==> config.mk <==
export PLATFORM = sky130hd
export DESIGN_NAME = uart_alu_intf
export DESIGN_NICKNAME = d
export VERILOG_FILES = /design/src/rtl/uart_alu_intf.sv
export SDC_FILE = /design/constraint.sdc
export NUM_CORES = 1
export LEC_CHECK = 0
export BUFFER_PORTS_ARGS = -buffer_cell sky130_fd_sc_hd__clkbuf_2
export CAP_MARGIN = 10
export CORE_UTILIZATION = 45
export DETAILED_ROUTE_END_ITERATION = 10
export GPL_ROUTABILITY_DRIVEN = 0
export HOLD_SLACK_MARGIN = 0.06
export PLACE_DENSITY_LB_ADDON = 0.12
export SLEW_MARGIN = 20
export SYNTH_ARGS = -nofsm -noshare
export SYNTH_HDL_FRONTEND = slang
export SYNTH_SLANG_ARGS = --single-unit
==> constraint.sdc <==
create_clock -name i_clk -period 2.6 [get_ports i_clk]
set_input_delay 0.78 -clock i_clk [delete_from_list [all_inputs] [get_ports i_clk]]
set_output_delay 0.78 -clock i_clk [all_outputs]
set_load 0.02 [all_outputs]
==> src/rtl/uart_alu_intf.sv <==
// uart_alu_intf: sequencing stage between a UART RX/TX pair and a combinational ALU.
// Collects operand A, operand B and opcode from successive received bytes. It then
// holds them on the ALU inputs for one settle cycle, captures the ALU result and
// issues a single transmit start pulse. New bytes are accepted again after the
// transmitter reports completion.
//
// Optional feature (macro UART_ALU_INTF_TIMEOUT_EN): an inter-byte timeout abandons
// a partial frame after TIMEOUT_CYCLES idle cycles in GET_B/GET_OP.
//
// Ports:
//   i_clk          system clock, rising edge
//   reset          asynchronous active-low reset
//   i_rx_done_tick receiver byte-valid pulse, with i_rx_data
//   o_data_a/b     registered operands to the ALU
//   o_operation    registered opcode to the ALU (low NB_OP bits of the opcode byte)
//   i_alu_result   combinational ALU result
//   o_tx_start     one-cycle transmit start pulse, with o_tx_data
//   i_tx_done_tick transmitter byte-sent pulse
//   o_busy         high while latching/transmitting
//   o_overrun      sticky: a byte was dropped while busy
//   o_timeout      one-cycle pulse when a partial frame is abandoned
module uart_alu_intf #(
  parameter int unsigned DBIT           = 8,
  parameter int unsigned NB_OP          = 6,
  parameter int unsigned TIMEOUT_CYCLES = 50000000
) (
  input  logic             i_clk,
  input  logic             reset,
  input  logic             i_rx_done_tick,
  input  logic [DBIT-1:0]  i_rx_data,
  output logic [DBIT-1:0]  o_data_a,
  output logic [DBIT-1:0]  o_data_b,
  output logic [NB_OP-1:0] o_operation,
  input  logic [DBIT-1:0]  i_alu_result,
  output logic             o_tx_start,
  output logic [DBIT-1:0]  o_tx_data,
  input  logic             i_tx_done_tick,
  output logic             o_busy,
  output logic             o_overrun,
  output logic             o_timeout
);

  typedef enum logic [2:0] {StGetA, StGetB, StGetOp, StLatch, StWaitTx} state_e;

  state_e           state_q, state_d;
  logic [DBIT-1:0]  data_a_q, data_a_d;
  logic [DBIT-1:0]  data_b_q, data_b_d;
  logic [NB_OP-1:0] op_q, op_d;
  logic [DBIT-1:0]  tx_data_q, tx_data_d;
  logic             tx_start_q, tx_start_d;
  logic             overrun_q, overrun_d;
  logic             expire;

`ifdef UART_ALU_INTF_TIMEOUT_EN
  localparam int unsigned CntW = (TIMEOUT_CYCLES > 2) ? $clog2(TIMEOUT_CYCLES) : 1;

  logic [CntW-1:0] cnt_q, cnt_d;
  logic            timeout_q;
  logic            in_partial;

  assign in_partial = (state_q == StGetB) || (state_q == StGetOp);
  // Expiry is judged on the value the counter is about to take, so the pulse
  // lands TIMEOUT_CYCLES cycles after the last accepted byte. A byte in the
  // same cycle wins.
  assign expire = in_partial && !i_rx_done_tick && (cnt_q == CntW'(TIMEOUT_CYCLES - 2));

  always_comb begin
    cnt_d = cnt_q + CntW'(1);
    if (!in_partial || i_rx_done_tick || expire) cnt_d = '0;
  end

  always_ff @(posedge i_clk or negedge reset) begin
    if (!reset) begin
      cnt_q     <= '0;
      timeout_q <= 1'b0;
    end else begin
      cnt_q     <= cnt_d;
      timeout_q <= expire;
    end
  end

  assign o_timeout = timeout_q;
`else
  logic unused_timeout_cfg;
  assign unused_timeout_cfg = ^TIMEOUT_CYCLES;
  assign expire    = 1'b0;
  assign o_timeout = 1'b0;
`endif

  always_comb begin
    state_d    = state_q;
    data_a_d   = data_a_q;
    data_b_d   = data_b_q;
    op_d       = op_q;
    tx_data_d  = tx_data_q;
    tx_start_d = 1'b0;
    overrun_d  = overrun_q;
    case (state_q)
      StGetA: begin
        if (i_rx_done_tick) begin
          data_a_d = i_rx_data;
          state_d  = StGetB;
        end
      end
      StGetB: begin
        if (i_rx_done_tick) begin
          data_b_d = i_rx_data;
          state_d  = StGetOp;
        end else if (expire) begin
          state_d = StGetA;
        end
      end
      StGetOp: begin
        if (i_rx_done_tick) begin
          op_d    = i_rx_data[NB_OP-1:0];
          state_d = StLatch;
        end else if (expire) begin
          state_d = StGetA;
        end
      end
      StLatch: begin
        // Operands have been stable on the ALU for a full cycle here.
        tx_data_d  = i_alu_result;
        tx_start_d = 1'b1;
        state_d    = StWaitTx;
        if (i_rx_done_tick) overrun_d = 1'b1;
      end
      StWaitTx: begin
        if (i_tx_done_tick) state_d = StGetA;
        if (i_rx_done_tick) overrun_d = 1'b1;
      end
      default: state_d = StGetA;
    endcase
  end

  always_ff @(posedge i_clk or negedge reset) begin
    if (!reset) begin
      state_q    <= StGetA;
      data_a_q   <= '0;
      data_b_q   <= '0;
      op_q       <= '0;
      tx_data_q  <= '0;
      tx_start_q <= 1'b0;
      overrun_q  <= 1'b0;
    end else begin
      state_q    <= state_d;
      data_a_q   <= data_a_d;
      data_b_q   <= data_b_d;
      op_q       <= op_d;
      tx_data_q  <= tx_data_d;
      tx_start_q <= tx_start_d;
      overrun_q  <= overrun_d;
    end
  end

  assign o_data_a    = data_a_q;
  assign o_data_b    = data_b_q;
  assign o_operation = op_q;
  assign o_tx_data   = tx_data_q;
  assign o_tx_start  = tx_start_q;
  assign o_overrun   = overrun_q;
  assign o_busy      = (state_q == StLatch) || (state_q == StWaitTx);

endmodule

* After elaboration in Yosys (flattened, before gate mapping)
Cells that the tools add are included.
** Operators by class
- Reductions and logical operators :: 8
- Equal/unequal tests :: 8
- Mux-type cells :: 6
** Operators by type and width (count)
- $pmux W3 S5 :: 1
- $mux W3 :: 4
- $ne A2 B2 Y1 const B :: 4
- $reduce_and A2 Y1 :: 4
- $eq A3 B2 Y1 const B :: 2
- $reduce_and A4 Y1 :: 1
- $eq A3 B1 Y1 const B :: 1
- $eq A3 B3 Y1 const B :: 1
- $logic_not A3 Y1 :: 1
- $reduce_or A2 Y1 :: 1
- $logic_or A1 B1 Y1 :: 1
- $mux W1 :: 1
** Word-level totals
- Logic and storage cells :: 29
- Output and inout bits :: 34
- Flip-flop bits (word level) :: 35
- Bits of input ports :: 20

* Depth between registers and ports, before layout
- Depth in word-level cells :: 3
- Depth in mapped cells :: 4
- Gate-level depth less buffers :: 2

* Worst setup path after synthesis
No wires, ideal clock.
- Path kind :: register to output
- From :: register state_q[0]
- To :: output o_busy
- Arrival :: 1.136 ns
- Stages on the path, launching flop included :: 4
- Path buffers :: 1
- Data required time :: 1.820 ns
- Setup slack :: 0.684 ns
- Cells stage by stage :: dfrtp_1 > buf_6 > or3b_2 > nand2_1
** On the way
- Cells in the longest elaborated chain, start to end :: 2
- Elaborated cells on any way between the ends :: 3
- Those cells by class :: 2 x eq/ne; 1 x reduce/logical
** Ends and longest elaborated chain
- from (decl) :: line 45 : state_e state_q, state_d;
- from (signal assigned) :: line 138 : state_q <= StGetA;
- from (signal assigned) :: line 146 : state_q <= state_d;
- $eq A3 B2 Y1 or $eq A3 B3 Y1 (tied branches) :: line 162 : assign o_busy = (state_q == StLatch) || (state_q == StWaitTx);
- $logic_or A1 B1 Y1 (*) :: line 162
- to (decl) :: line 38 : output logic o_busy,
Mark *: on every way between the ends. The rest lies on a longest branch, timed or not.

* Final worst setup path
Same ends and word-level chain as after synthesis.

==> flow_summary.toml <==
[status]
status = "finished with violations"
failed_checks = "DRC"

[timing]
worstMarginPinSlew_ns = 0.820
fin_crit_sh_pct = 90.6
fmax_ghz = 0.425
period_minus_slack_ns = 2.35
slew_headroom_pct = 45.3
finalMaxSlewViolations = 0
finalHoldViolCount = 0
finalClockSkew_ns = 0.00586
fin_tns_setup_ns = 0
rsz0062_at_grt = "no"
finalSetupViolations = 0

[finish]
diodes = 0
drive_above_1_share_pct = 65.8
area_growth_syn_to_layout_pct = 24.7
nets = 165
finalNonFillerCells = 177

[route]
detail-route-antenna-nets = 0
drtPass1Iterations = 7
wl_per_cell_microns = 13.4
vias = 903
route.detailed.drc = 2
drt_iter0_markers = 11
postRouteWirelength_microns = 2370
via_per_inst = 5.10

[worst_hold_path]
hold_class = "reg2reg"
hold_depth = 1

[setup_path]
worstPathArrival_ns = 1.57
critPathRequiredTime_ns = 1.82
rr_worst_depth = 2
slowest_delay_ns = 0.51
crit_buf_inv = 1
crit_type = "reg2out"
cp_cell_sequence = "or3b_2 > nand2_1 > clkbuf_2"
crit_family = "simple AND/OR/NAND/NOR gates"
crit_path_end_kind = "primary output"
worst-path-stages = 3
critPathSlowestCell = "or3b_2"
worst_setup_path_start_kind = "flop"
cp_max_fo = 11

[clock_tree]
cts_hold_buffers = 0
cts_tree = "done"
clk-insertion-delay-late_ns = 0.33
cts_buffers = 5
post_cts_buffers = 0
clockBufferDepth = 2
root_buffer = "clkbuf_4"
ctsHtreeMaxLevel = 2
clk_pin_slew_ns = 0.10
clock_sink_count = 35
cts_resized = 0

[synth]
synth_warnings = 0
synth.distinct_cells = 18
synth_area_sq_um = 1400
ys_seq_elements = 35
ys_seq_area_share_pct = 62.4
avgSynthCellArea_sq_um = 15.6
syn_nets = 110
postSynthCellCount = 90

[pwr]
powerDensity_nw_per_um2 = 1360
leakage_nw = 0.864
peakVddDrop_v = 0.000645

[grt]
antenna_found_initial = 0
grt_pass1_vias = 838
grt_max_degree = 36
grt_remaining_overflow = 0
gr-usage-met2_pct = 24.8
grt_busiest_layer = "met2"
use_met1_pct = 20.4
grt_pass1_wl_microns = 4020
grt_util_all_layers_pct = 16.6
grt_use_met3_pct = 9.15

[flow_run]
cap_violations = 0

[placement]
hpwlAfterDp_microns = 1720
portBuffers = 52
dp_cells = 169

[floorplanning]
core_sq_um = 2850
std_cell_rows = 19
start_util_pct = 49.2
io_pins = 54
die_width_microns = 57.8
die_area_sq_um = 3340
die-height_microns = 57.8
## power breakdown
group	switching, W	internal [W]	total (W)
Clock	0.000163	0.000159	0.000322
Sequential	0.000173	0.000815	0.000988
Combinational	0.000579	0.000483	0.00106
Total	0.000915	0.00146	0.00237
## flip-flops by register name (all words and copies together) (netlist names)
signal	cells
o_overrun	1
o_data_b	8
state_q	3
o_tx_start	1
o_data_a	8
o_operation	6
o_tx_data	8
## routing by layer
metal	part of all wire [%]	routed length (microns)
met1	41	966
met4	1.9	44
met5	0	0
met2	49	1150
met3	8.8	208
## cell usage after synthesis
cell type	n	area, sq um
nor4b_4	1	23.8
inv_1	1	3.75
buf_4	1	7.51
a311o_1	1	10.0
a21oi_1	2	10.0
and4b_1	1	10.0
buf_2	4	20.0
buf_6	2	22.5
nand3b_1	2	15.0
or3b_2	2	17.5
o21ai_0	1	5.00
nand2_1	1	3.75
nor4bb_1	2	20.0
dfrtp_1	35	876
nand2b_1	2	12.5
conb_1	1	3.75
nor2_1	1	3.75
mux2_2	30	338
## final timing paths
kind / slack (ns) / endpoint / start
hold reg to reg: 0.48 / o_overrun$_DFFE_PN0P_ / o_overrun$_DFFE_PN0P_
hold / removal: 0.48 / o_overrun$_DFFE_PN0P_ / o_overrun$_DFFE_PN0P_
setup reg to reg: 0.95 / o_data_a[7]$_DFFE_PN0P_ / state_q[2]$_DFFE_PN0P_
min in group asynchronous: 0.53 / o_data_b[3]$_DFFE_PN0P_ / reset
max in group asynchronous: 1.56 / o_data_b[5]$_DFFE_PN0P_ / reset
setup / recovery: 0.25 / o_busy / state_q[0]$_DFFE_PN0P_
## metrics by stage
step / hold WS (ns) / setup slack, ns / total power, W / utilization (%) / cell area (sq um)
finish: 0.484 / 0.245 / 0.00237 / 61.3 / 1750
global route: 0.523 / 0.125 / 0.00254 / 61.3 / 1750
CTS: 0.493 / 0.219 / 0.00241 / 61.3 / 1750
detailed placement: 0.469 / 0.534 / 0.00208 / 58.9 / 1680
global placement: 0.486 / 0.555 / 0.00205 / 58.9 / 1680
floorplan: 0.484 / 0.684 / 0.00173 / - / 1400
## cell usage in the layout, fill, tap and decap left out, types with 2 or more instances in the layout
master and instances:
a21oi_1 2, buf_4 3, clkbuf_2 52, clkbuf_4 5
clkbuf_8 2, dfrtp_1 35, mux2_2 30, nand2b_1 2
nand3b_1 2, or3b_2 2
## cell type report
class	count	area, sq um
inverters	1	3.75
clock buffers	8	68.8
flip-flops and latches	35	876
well taps	31	38.8
multi-input cells	47	479
repair buffers	55	283
fillers	224	1100
## logic make-up (layout without fill, tap and decap cells)
family | Yosys count | in the layout | share of synthesized area (%)
AND/OR/NAND/NOR | 12 | 12 | 7.58
AO/OA/AOI/OAI | 4 | 4 | 1.78
flip-flops | 35 | 35 | 62.4
other | 1 | 1 | 0.267
buffers and inverters | 8 | 64 | 3.84
multiplexers | 30 | 30 | 24.1
(Power assumes the default switching activity.)
